**config.mk**
```make
export PLATFORM = sky130hd
export DESIGN_NAME = load_store_unit
export DESIGN_NICKNAME = d
export VERILOG_FILES = /design/src/rtl/lsu_pkg.sv /design/src/rtl/load_store_unit_align.sv /design/src/rtl/load_store_unit.sv
export SDC_FILE = /design/constraint.sdc
export NUM_CORES = 1
export LEC_CHECK = 0
export ABC_AREA = 1
export ABC_CLOCK_PERIOD_IN_PS = 1500
export BUFFER_PORTS_ARGS = -buffer_cell sky130_fd_sc_hd__buf_2
export CORE_MARGIN = 2
export CORE_UTILIZATION = 45
export CTS_BUF_LIST = sky130_fd_sc_hd__clkbuf_4
export DETAILED_ROUTE_END_ITERATION = 8
export MAX_ROUTING_LAYER = met4
export PLACE_DENSITY = 0.78
export SLEW_MARGIN = 40
export SYNTH_ARGS = -nofsm -noshare
export SYNTH_HDL_FRONTEND = slang
export SYNTH_HIERARCHICAL = 1
export SYNTH_SLANG_ARGS = --single-unit
```
**constraint.sdc**
```tcl
create_clock -name clk -period 1.5 [get_ports clk]
set_input_delay 0.15 -clock clk [delete_from_list [all_inputs] [get_ports clk]]
set_output_delay 0.15 -clock clk [all_outputs]
set_load 0.01 [all_outputs]
```
**src/rtl/lsu_pkg.sv**
```systemverilog
// Shared definitions for the load/store unit: funct3 codes, FSM states and
// the access-legality helpers used when a request is accepted.
package lsu_pkg;

  localparam logic [2:0] F3_B  = 3'b000;
  localparam logic [2:0] F3_H  = 3'b001;
  localparam logic [2:0] F3_W  = 3'b010;
  localparam logic [2:0] F3_BU = 3'b100;
  localparam logic [2:0] F3_HU = 3'b101;

  typedef enum logic [2:0] {
    S_IDLE = 3'd0,
    S_RD   = 3'd1,
    S_WAIT = 3'd2,
    S_WR   = 3'd3,
    S_RESP = 3'd4
  } lsu_state_t;

  function automatic logic is_misaligned(input logic [2:0] funct3,
                                         input logic [1:0] addr_lo);
    logic mis;
    mis = 1'b0;
    case (funct3)
      F3_H, F3_HU: mis = addr_lo[0];
      F3_W:        mis = |addr_lo;
      default:     mis = 1'b0;
    endcase
    return mis;
  endfunction

  // Stores only have B/H/W encodings; loads additionally allow BU/HU.
  function automatic logic is_illegal(input logic we, input logic [2:0] funct3);
    logic bad;
    if (we) bad = (funct3 > F3_W);
    else    bad = (funct3 == 3'b011) || (funct3 == 3'b110) || (funct3 == 3'b111);
    return bad;
  endfunction

endpackage

```
**src/rtl/load_store_unit_align.sv**
```systemverilog
// Byte-lane datapath: extracts and extends load data from a memory word and
// merges sub-word store data into a previously read word (little-endian).
module lsu_align
  import lsu_pkg::*;
(
  input  logic [31:0] i_word,
  input  logic [31:0] i_old_word,
  input  logic [31:0] i_wdata,
  input  logic [1:0]  i_addr_lo,
  input  logic [2:0]  i_funct3,
  output logic [31:0] o_rdata,
  output logic [31:0] o_new_word
);

  logic [7:0]  w_byte;
  logic [15:0] w_half;

  always_comb begin
    w_byte = 8'h00;
    case (i_addr_lo)
      2'd0: w_byte = i_word[7:0];
      2'd1: w_byte = i_word[15:8];
      2'd2: w_byte = i_word[23:16];
      2'd3: w_byte = i_word[31:24];
      default: w_byte = 8'h00;
    endcase
    w_half = i_addr_lo[1] ? i_word[31:16] : i_word[15:0];
  end

  always_comb begin
    o_rdata = i_word;
    case (i_funct3)
      F3_B:    o_rdata = {{24{w_byte[7]}}, w_byte};
      F3_BU:   o_rdata = {24'h000000, w_byte};
      F3_H:    o_rdata = {{16{w_half[15]}}, w_half};
      F3_HU:   o_rdata = {16'h0000, w_half};
      default: o_rdata = i_word;
    endcase
  end

  // Untouched lanes keep the value read back from memory.
  always_comb begin
    o_new_word = i_old_word;
    case (i_funct3)
      F3_B: begin
        case (i_addr_lo)
          2'd0: o_new_word[7:0]   = i_wdata[7:0];
          2'd1: o_new_word[15:8]  = i_wdata[7:0];
          2'd2: o_new_word[23:16] = i_wdata[7:0];
          2'd3: o_new_word[31:24] = i_wdata[7:0];
          default: o_new_word = i_old_word;
        endcase
      end
      F3_H: begin
        if (i_addr_lo[1]) o_new_word[31:16] = i_wdata[15:0];
        else              o_new_word[15:0]  = i_wdata[15:0];
      end
      default: o_new_word = i_wdata;
    endcase
  end

endmodule

```
**src/rtl/load_store_unit.sv**
```systemverilog
// Load/store unit: accepts one request at a time from execute, drives the
// word-wide DataMem port and returns a single-cycle response pulse.
module load_store_unit
  import lsu_pkg::*;
#(
  parameter int ADDR_W = 32
) (
  input  logic              clk,
  input  logic              rst_n,
  input  logic              req_valid,
  output logic              req_ready,
  input  logic [2:0]        req_funct3,
  input  logic              req_we,
  input  logic [ADDR_W-1:0] req_addr,
  input  logic [31:0]       req_wdata,
  output logic              resp_valid,
  output logic [31:0]       resp_rdata,
  output logic              resp_err,
  output logic [ADDR_W-1:0] addrOut,
  output logic [31:0]       dataW,
  input  logic [31:0]       dataR,
  output logic              memR,
  output logic              memW
);

  lsu_state_t        r_state;
  lsu_state_t        w_next;
  logic              r_we;
  logic [2:0]        r_funct3;
  logic [ADDR_W-1:0] r_addr;
  logic [31:0]       r_wdata;
  logic [31:0]       r_rbuf;
  logic              r_err;

  logic              w_accept;
  logic              w_req_err;
  logic [31:0]       w_load;
  logic [31:0]       w_merged;

  assign w_accept  = req_valid && (r_state == S_IDLE);
  assign w_req_err = is_illegal(req_we, req_funct3) ||
                     is_misaligned(req_funct3, req_addr[1:0]);

  lsu_align u_align (
    .i_word     (r_rbuf),
    .i_old_word (r_rbuf),
    .i_wdata    (r_wdata),
    .i_addr_lo  (r_addr[1:0]),
    .i_funct3   (r_funct3),
    .o_rdata    (w_load),
    .o_new_word (w_merged)
  );

  always_ff @(posedge clk or negedge rst_n) begin
    if (!rst_n) r_state <= S_IDLE;
    else        r_state <= w_next;
  end

  always_comb begin
    w_next = r_state;
    case (r_state)
      S_IDLE: begin
        if (w_accept) begin
          if (w_req_err)                         w_next = S_RESP;
          else if (req_we && req_funct3 == F3_W) w_next = S_WR;
          else                                   w_next = S_RD;
        end
      end
      S_RD:    w_next = S_WAIT;
      S_WAIT:  w_next = r_we ? S_WR : S_RESP;
      S_WR:    w_next = S_RESP;
      S_RESP:  w_next = S_IDLE;
      default: w_next = S_IDLE;
    endcase
  end

  // Request fields are frozen at acceptance so execute may move on immediately.
  always_ff @(posedge clk or negedge rst_n) begin
    if (!rst_n) begin
      r_we     <= 1'b0;
      r_funct3 <= 3'b000;
      r_addr   <= '0;
      r_wdata  <= 32'h0;
      r_err    <= 1'b0;
    end else if (w_accept) begin
      r_we     <= req_we;
      r_funct3 <= req_funct3;
      r_addr   <= req_addr;
      r_wdata  <= req_wdata;
      r_err    <= w_req_err;
    end
  end

  always_ff @(posedge clk or negedge rst_n) begin
    if (!rst_n)                 r_rbuf <= 32'h0;
    else if (r_state == S_WAIT) r_rbuf <= dataR;
  end

  always_comb begin
    req_ready  = (r_state == S_IDLE);
    memR       = (r_state == S_RD);
    memW       = (r_state == S_WR);
    resp_valid = (r_state == S_RESP);
    resp_err   = (r_state == S_RESP) && r_err;
    resp_rdata = 32'h0;
    addrOut    = '0;
    dataW      = 32'h0;
    if (r_state == S_RD || r_state == S_WAIT || r_state == S_WR)
      addrOut = {r_addr[ADDR_W-1:2], 2'b00};
    if (r_state == S_WR)
      dataW = w_merged;
    if (r_state == S_RESP && !r_err && !r_we)
      resp_rdata = w_load;
  end

endmodule
```
==> flow_metrics.tcl, run 1 <==
set metrics [dict create \
    clkPwrFrac_pct 5.9 \
    die_area_sq_um 16270 \
    powerDensity_nw_per_um2 2259 \
    synth-warning-count 6 \
    p_comb_share_pct 72.2 \
    final_cell_mix "nand2_1 (303), buf_2 (159), inv_1 (111)" \
    ys_seq_area_share_pct 37.89 \
    drv_slew 0 \
    arrival_ns 2.32 \
    clock_path_buffers 2 \
    p_leak_nw 6.166 \
    clkLatencyLatePin_ns 0.53 \
    fin_nets 1525 \
    regArea_sq_um 2608 \
    wl_per_cell_um 20.86 \
    required_ns 1.35 \
    seq_power_share_pct 21.9 \
    syn_area_sq_um 6868 \
    finalSetupTns_ns -81.88 \
    fp.dieH_um 127.5 \
    cts_tree "built" \
    switching_share_pct 52.59 \
    grt_pass1_wl_um 43660 \
    ant_nets 0 \
    cpLargestDelayFamily "buffers and inverters" \
    grt_pass1_vias 8480 \
    drt_iter0_drc 1256 \
    htreeDepth 3 \
    path_class "reg2out" \
    setup-violations-final 168 \
    hold_violations 0 \
    gp_congestion 0.9487 \
    grt_antenna_before_repair 1 \
    area_growth_pct 73.95 \
    drive_above_1_share_pct 45.65 \
    cp-end-kind "output port" \
    dr.pass1.iters 6 \
    vdd_drop_max_mv 1.245 \
    cp_max_fo 16 \
    vias 9293 \
    grt_usage_pct 35.36 \
    min_period_ns 2.465 \
    cap_viol_max_count 0 \
    place_area_sq_um 8778 \
    initial_utilization_pct 45.68 \
    crit_path_max_incr_delay_ns 0.53 \
    max_clock_freq_mhz 405.6 \
    rsz0062_at_grt "yes" \
    nFillCells 913 \
    die_w_um 127.5 \
    skew_ns 0.02186 \
    multi_input_area_sq_um 4461 \
    drc_errors 0 \
    cp-start-kind "register" \
    violations "negative setup slack" \
    core-area_sq_um 15030 \
    row_count 45 \
    status "finished with violations" \
    ys_types 29 \
    min_period_over_period_pct 164.3 \
    p_int_mw 12.80 \
    grt_start_max_net_pins 61 \
    netSwitchingPower_mw 14.19 \
    cp_num_buf_inv 5 \
    hold_class "in2async" \
    layout_commonest_cell "nand2_1" \
    hold_slack_ns 0.1260 \
    io_buffer_count 201 \
    viasPerCell 5.754 \
    clk_pin_slew_worst_paths_ns 0.19 \
    dp_hpwl_um 16420 \
    syn_inst 1053 \
    numCtsBuffers 9 \
    synth-seq-cells 104 \
    grt_overflow 0 \
    routed_wl_um 33700 \
    cp_slowest_cell "dfrtp_2" \
    setup_ws_ns -0.9652 \
    path_cells "inv_4, buf_8, buf_4, nand2_8, o211ai_1, nand3_1, inv_1, nor2_2, buf_2" \
    cts_sinks 104 \
    final_area_sq_um 11950 \
    synth.avg_cell_area_sq_um 6.522 \
    cts-root-buf "clkbuf_4" \
    io_pins 204 \
]
## area by class of cell
type	instances	share of cell area, %
antenna	1	0.02095
tap	188	1.969
timing repair buffer	420	32.70
inverter	151	5.048
sequential	104	21.83
clock buffer	10	0.6284
multi-input combinational	736	37.34
clock inverter	5	0.4713
## final timing paths
kind                         startpoint          end  slack [ns]  cells after the start
min                               rst_n   r_wdata[2]        0.13                      3
max reg2reg                  r_state[0]   r_addr[31]       -0.39                     11
max                           r_addr[1]    dataW[15]       -0.97                      9
max in group asynchronous         rst_n    r_addr[1]        1.06                      3
min in group clk           req_wdata[1]   r_wdata[1]        0.35                      4
min reg2reg                 r_wdata[31]  r_wdata[31]        0.50                      2
## cell families after synthesis
kind of cell           Yosys count  synth area share (%)
AO/OA/AOI/OAI                  131                 11.86
buffers and inverters          214                 13.99
flip-flops                     104                 37.89
other                            1               0.05460
AND/OR/NAND/NOR                603                 36.20
## metrics by stage
| step | utilization [%] | power [mW] | setup slack, ns | cells |
|---|---|---|---|---|
| final | 79.47 | 26.99 | -0.9652 | 1615 |
| after global routing | 79.47 | 28.16 | -1.037 | 1615 |
| after CTS | 73.46 | 22.88 | -0.7252 | 1595 |
| after detailed placement | 58.39 | 18.08 | -0.2140 | 1447 |
| after global placement | 58.39 | 17.87 | -0.2018 | 1447 |
| after floorplan | - | 14.07 | -0.02132 | 1054 |
## power groups by stage
stage	clock network [mW]	logic [mW]	registers (mW)
after floorplan	0	8.99	5.08
after global placement	0	12.2	5.63
after detailed placement	0	12.4	5.64
after CTS	1.53	15.7	5.64
after global routing	1.68	20.5	5.97
final	1.60	19.5	5.91
## synthesized netlist by cell type
master      n  area share, %
a21oi_1     4           0.29
buf_2      33            2.4
buf_4      16            1.7
buf_6       7            1.1
clkbuf_1    7           0.38
clkinv_2    1          0.073
conb_1      1          0.055
dfrtp_1   104             38
inv_1     143            7.8
inv_2       6           0.33
inv_4       1          0.091
nand2_1   392             21
nand2_2     4           0.36
nand2_4     3           0.49
nand3_1    67            4.9
nand3_2     2           0.29
nand4_1     3           0.27
nor2_1    114            6.2
nor2_2      3           0.27
nor2_4      4           0.66
nor2_8      1           0.29
nor3_1      2           0.15
nor3_4      1           0.24
o211ai_1   54            5.9
o21ai_0    57            4.2
o21ai_1     5           0.36
o21ai_2     4           0.51
o22ai_1     7           0.64
or2_2       7           0.64
## flip-flops by register name (all words and copies together), names as in the netlist
| register | flops |
|---|---|
| r_addr | 32 |
| r_err | 1 |
| r_funct3 | 3 |
| r_rbuf | 32 |
| r_state | 3 |
| r_wdata | 32 |
| r_we | 1 |
## routing by layer
layer / track usage, % / part of all wire, % / vias to the layer above
li1: - / - / 4003
met1: 42.13 / 35 / 4232
met2: 57.60 / 47 / 797
met3: 5.486 / 11 / 261
met4: 19.52 / 7.8 / 0
met5: - / 0 / -
## worst min-delay path, delay by kind of cell
| kind | cells | cell delay, ns |
|---|---|---|
| buffers and inverters | 3 | 0.93 |
## what timing repair did
item,4_1_cts,5_1_grt
hold buffers,102,0
pin swaps,43,69
gates cloned,11,13
endpoints found under the setup margin,121,203
hold endpoints to repair,207,0
resized for setup,177,219
buffers inserted,22,10
Power figures use the tool's default switching activity.
==> run 2: changes to the inputs <==
--- a/config.mk
+++ b/config.mk
@@ -6,14 +6,14 @@
 export NUM_CORES = 1
 export LEC_CHECK = 0
 export ABC_AREA = 1
-export ABC_CLOCK_PERIOD_IN_PS = 1500
+export ABC_CLOCK_PERIOD_IN_PS = 3000
 export BUFFER_PORTS_ARGS = -buffer_cell sky130_fd_sc_hd__buf_2
 export CORE_MARGIN = 2
 export CORE_UTILIZATION = 45
 export CTS_BUF_LIST = sky130_fd_sc_hd__clkbuf_4
 export DETAILED_ROUTE_END_ITERATION = 8
 export MAX_ROUTING_LAYER = met4
-export PLACE_DENSITY = 0.78
+export PLACE_DENSITY = 0.75
 export SLEW_MARGIN = 40
 export SYNTH_ARGS = -nofsm -noshare
 export SYNTH_HDL_FRONTEND = slang
==> constraint.sdc (replaced) <==
create_clock -name clk -period 3 [get_ports clk]
set_input_delay 0.3 -clock clk [delete_from_list [all_inputs] [get_ports clk]]
set_output_delay 0.3 -clock clk [all_outputs]
set_load 0.01 [all_outputs]
==> run 2 against run 1 <==
Compared with the run above:
- utilization fell by 20 points
- cell area fell by 25%
- the run now ends clean
- critical endpoint is now dataW[18]
- setup slack improved by 1.2 ns
- count of clock-buffer cells in the layout fell by 1
- clock power fell by 49%
- largest cell class unchanged
- die area did not move
- highest routed layer unchanged
==> flow_metrics.tcl, run 2 (synthesized netlist as in run 1, its figures left out) <==
set metrics [dict create \
    drt_iter0_drc 658 \
    crit_top_cell "o211ai_1" \
    grt_antenna_before_repair 0 \
    fp.dieH_um 127.5 \
    cp-end-kind "output port" \
    required_ns 2.70 \
    area_growth_pct 30.13 \
    reg_top3 "r_addr x32, r_rbuf x32, r_wdata x32" \
    cp_max_fo 30 \
    antenna_cells 0 \
    cts_tree "built" \
    hold_class "in2reg" \
    setup-violations-final 0 \
    clk_pin_slew_worst_paths_ns 0.18 \
    initial_utilization_pct 45.68 \
    drv_slew 0 \
    gp_congestion 0.9612 \
    die_w_um 127.5 \
    grt_start_max_net_pins 67 \
    dp_hpwl_um 15630 \
    cp.depth 9 \
    hold_violations 0 \
    cp_slowest_cell "dfrtp_1" \
    arrival_ns 2.45 \
    p_leak_nw 4.999 \
    cp_num_buf_inv 4 \
    clkLatencyLatePin_ns 0.49 \
    numCtsBuffers 9 \
    clock_path_buffers 2 \
    crit_path_max_incr_delay_ns 0.45 \
    drive_above_1_share_pct 20.66 \
    drc_errors 0 \
    worst_pin_slew_ns 0.6599 \
    path_class "reg2out" \
    path_cells "inv_4, nand2_4, nor2_2, buf_12, o211ai_1, o211ai_1, inv_1, nor2_1, buf_2" \
    min_period_over_period_pct 91.76 \
    vdd_drop_max_mv 0.5130 \
    row_count 45 \
    core-area_sq_um 15030 \
    grt_pass1_vias 7059 \
    hold_slack_ns 0.02205 \
    rsz0062_at_grt "no" \
    post-cts-setup-buffers 0 \
    final_cell_mix "nand2_1 (390), buf_2 (200), inv_1 (143)" \
    cap_viol_max_count 0 \
    io_pins 204 \
    hold_depth 3 \
    layout_commonest_cell "nand2_1" \
    routed_wl_um 22680 \
    postLayoutCoreUtil_pct 59.45 \
    dr.pass1.iters 5 \
    htreeDepth 3 \
    cpLargestDelayFamily "simple AND/OR/NAND/NOR gates" \
    power_mw 8.856 \
    cts_sinks 104 \
    grt_usage_pct 28.97 \
    io_buffer_count 201 \
    grt_pass1_wl_um 35950 \
    viasPerCell 5.016 \
    powerDensity_nw_per_um2 990.9 \
    wl_per_cell_um 15.12 \
    r2r_setup_slack_ns 1.09 \
    fin_nets 1410 \
    vias 7524 \
    cts-root-buf "clkbuf_4" \
    r2r_cells 6 \
    cp-start-kind "register" \
    die_area_sq_um 16270 \
    relSlewSlack_pct 55.95 \
    status "completed" \
    max_clock_freq_mhz 363.3 \
    ant_nets 0 \
    min_period_ns 2.753 \
    grt_overflow 0 \
    skew_ns 0.02390 \
    finalSetupTns_ns 0 \
]
[run 2: cell types whose count changed in the layout (fill, tap and decap cells not counted), moves of 27 or more]
cell,before,now
nor2_2,40,3
buf_4,49,13
nor2_4,47,4
o21ai_0,4,57
nand2_2,65,6
nand2_1,303,390
inv_2,33,6
buf_6,66,0
inv_1,111,143
nand3_1,35,67
buf_2,159,200
nor2_1,34,114
nand3_2,33,1
o21ai_2,43,4
[run 2: worst min-delay path: stages]
cell and delay, ns:
buf_2 0.07, nand2_1 0.05, nand2_1 0.06
[run 2: cell type report]
| type | instances | area [sq um] |
|---|---|---|
| Sequential cell | 104 | 2604 |
| Clock inverter | 7 | 100.1 |
| Timing Repair Buffer | 305 | 2039 |
| Tap cell | 188 | 235.2 |
| Inverter | 151 | 570.5 |
| Fill cell | 1423 | 6096 |
| Multi-Input combinational cell | 736 | 3321 |
| Clock buffer | 9 | 67.56 |
[run 2: timing repair]
action / CTS / global route
endpoints found under the hold margin: 125 / 2
gates resized for setup: 0 / 3
hold buffers: 88 / 2
endpoints found under the setup margin: 0 / 25
[run 2: power breakdown]
| group | switching [mW] | internal (mW) |
|---|---|---|
| Sequential | 0.819 | 2.08 |
| Clock | 0.542 | 0.281 |
| Combinational | 3.37 | 1.76 |
[run 2: path summary, 6_finish.rpt]
| kind | startpoint | to |
|---|---|---|
| max | r_funct3[1] | dataW[18] |
| max in group asynchronous | rst_n | r_wdata[10] |
| min reg2reg | r_wdata[21] | r_wdata[21] |
| min in group asynchronous | rst_n | r_rbuf[27] |
| min | dataR[6] | r_rbuf[6] |
| max reg2reg | r_state[2] | r_addr[6] |
[run 2: layer usage]
| layer | vias up | track usage, % | part of all wire [%] |
|---|---|---|---|
| met5 | - | - | 0 |
| li1 | 3751 | - | - |
| met3 | 40 | 4.941 | 6.7 |
| met2 | 314 | 46.96 | 48 |
| met1 | 3419 | 36.86 | 43 |
| met4 | 0 | 10.08 | 2.9 |
[run 2: per-stage QoR]
step | setup slack [ns] | cell area (sq um) | instances
finish | 0.2471 | 8937 | 1500
global route | 0.05443 | 8937 | 1500
CTS | 0.1463 | 8906 | 1498
detailed placement | 0.7335 | 7858 | 1394
global placement | 0.7567 | 7855 | 1394
floorplan | 1.188 | 6872 | 1054
==> run 3: changes to the inputs <==
--- a/config.mk
+++ b/config.mk
@@ -9,11 +9,11 @@
 export ABC_CLOCK_PERIOD_IN_PS = 3000
 export BUFFER_PORTS_ARGS = -buffer_cell sky130_fd_sc_hd__buf_2
 export CORE_MARGIN = 2
-export CORE_UTILIZATION = 45
+export CORE_UTILIZATION = 40
 export CTS_BUF_LIST = sky130_fd_sc_hd__clkbuf_4
 export DETAILED_ROUTE_END_ITERATION = 8
 export MAX_ROUTING_LAYER = met4
-export PLACE_DENSITY = 0.75
+export PLACE_DENSITY = 0.68
 export SLEW_MARGIN = 40
 export SYNTH_ARGS = -nofsm -noshare
 export SYNTH_HDL_FRONTEND = slang
==> run 3 against run 2 <==
Compared with the run above:
- fmax down 1.0%
- cell area grew 1.0%
- clock power increased by 7.0%
- hold slack got worse by 0.0017 ns
- first-iteration DRC count down 4.3%
- utilization is 5.4 points lower
- combinational power down 2%
- cell count grew 2.5%
==> flow_metrics.tcl, run 3 (synthesized netlist as in run 1, its figures left out) <==
set metrics [dict create \
    status "completed" \
    io_pins 204 \
    row_count 47 \
    grt_usage_pct 26.05 \
    required_ns 2.70 \
    drt_iter0_drc 630 \
    gp_congestion 0.9115 \
    core-area_sq_um 16700 \
    area_growth_pct 31.50 \
    p_leak_nw 5.007 \
    min_period_ns 2.781 \
    cts_sinks 104 \
    cp-end-kind "output port" \
    cap_viol_max_count 0 \
    ant_nets 0 \
    fin_nets 1413 \
    io_buffer_count 201 \
    die_w_um 135.0 \
    setup-violations-final 0 \
    dp_hpwl_um 16310 \
    numCtsBuffers 9 \
    hold_slack_ns 0.02030 \
    fp.dieH_um 135.0 \
    max_clock_freq_mhz 359.6 \
    cp_max_fo 16 \
    hold_class "in2reg" \
    routed_wl_um 22920 \
    drive_above_1_share_pct 20.53 \
    grt_pass1_wl_um 35830 \
    clock_path_buffers 2 \
    vdd_drop_max_mv 0.4097 \
    rsz0062_at_grt "no" \
    relSlewSlack_pct 56.39 \
    drv_slew 0 \
    grt_antenna_before_repair 3 \
    dr.pass1.iters 7 \
    arrival_ns 2.48 \
    cp-start-kind "register" \
    final_cell_mix "nand2_1 (391), buf_2 (200), inv_1 (142)" \
    cts_tree "built" \
    vias 7594 \
    die_area_sq_um 18230 \
    hold_violations 0 \
    skew_ns 0.02385 \
    finalSetupTns_ns 0 \
    clkLatencyLatePin_ns 0.50 \
    wl_per_cell_um 14.90 \
    htreeDepth 3 \
    grt_pass1_vias 7020 \
    path_class "reg2out" \
    grt_overflow 0 \
    reg_top3 "r_addr x32, r_rbuf x32, r_wdata x32" \
    worst_pin_slew_ns 0.6532 \
    drc_errors 0 \
    cts-root-buf "clkbuf_4" \
    powerDensity_nw_per_um2 983.3 \
    min_period_over_period_pct 92.69 \
    viasPerCell 4.938 \
    clk_pin_slew_worst_paths_ns 0.17 \
    layout_commonest_cell "nand2_1" \
    initial_utilization_pct 41.12 \
    grt_start_max_net_pins 73 \
]
run 3: cell type report:
cell class	count	area (sq um)
Timing Repair Buffer	308	2066
Inverter	151	575.6
Clock inverter	7	111.4
Multi-Input combinational cell	736	3323
Clock buffer	9	67.56
Sequential cell	104	2605
Fill cell	1704	7670
Antenna cell	3	7.507
Tap cell	220	275.3
run 3: routing by layer:
layer / track usage [%] / vias to the layer above / part of all wire [%]
li1: - / 3764 / -
met1: 33.79 / 3448 / 43
met2: 41.00 / 337 / 46
met3: 4.767 / 45 / 8.0
met4: 9.433 / 0 / 2.9
met5: - / - / 0
run 3: stage by stage:
| step | util [%] | setup slack, ns | power [mW] | cell area, sq um | cells |
|---|---|---|---|---|---|
| after floorplan | - | 1.188 | 6.430 | 6872 | 1054 |
| final | 54.08 | 0.2192 | 8.880 | 9031 | 1538 |
| after global placement | 47.11 | 0.6357 | 7.727 | 7868 | 1424 |
| after global routing | 54.08 | 0.03378 | 9.707 | 9031 | 1538 |
| after CTS | 53.92 | 0.004339 | 8.822 | 9005 | 1535 |
| after detailed placement | 47.12 | 0.5867 | 7.817 | 7870 | 1424 |
run 3: timing repair:
| action | in CTS | in global routing |
|---|---|---|
| buffers inserted | 0 | 0 |
| cloned | 0 | 0 |
| endpoints found under the setup margin | 4 | 33 |
| pin swaps | 0 | 1 |
| hold endpoints to repair | 151 | 0 |
| hold buffers | 95 | 0 |
| resized for setup | 2 | 4 |
run 3: critical path: stages, from the launching register on:
cell	delay, ns
dfrtp_2	0.59
clkinv_2	0.32
nor2_4	0.39
nor2_1	0.09
o211ai_1	0.28
inv_1	0.07
nor2_1	0.09
buf_2	0.14
run 3: path summary, 6_finish.rpt:
kind	start	endpoint	slack, ns	depth (start not counted)
max in group asynchronous	rst_n	r_wdata[23]	1.98	3
setup / recovery	r_addr[1]	dataW[17]	0.22	7
setup reg to reg	r_state[2]	r_addr[6]	1.09	5
hold reg to reg	r_wdata[23]	r_wdata[23]	0.50	2
min in group asynchronous	rst_n	r_rbuf[25]	0.33	2
hold / removal	req_wdata[20]	r_wdata[20]	0.02	3
run 3: power by group:
| group | leakage [nW] | internal [mW] | switching (mW) |
|---|---|---|---|
| combinational | 3.64 | 1.73 | 3.31 |
| sequential | 1.27 | 2.08 | 0.873 |
| clock | 0.0943 | 0.355 | 0.527 |
| total | 5.01 | 4.17 | 4.71 |
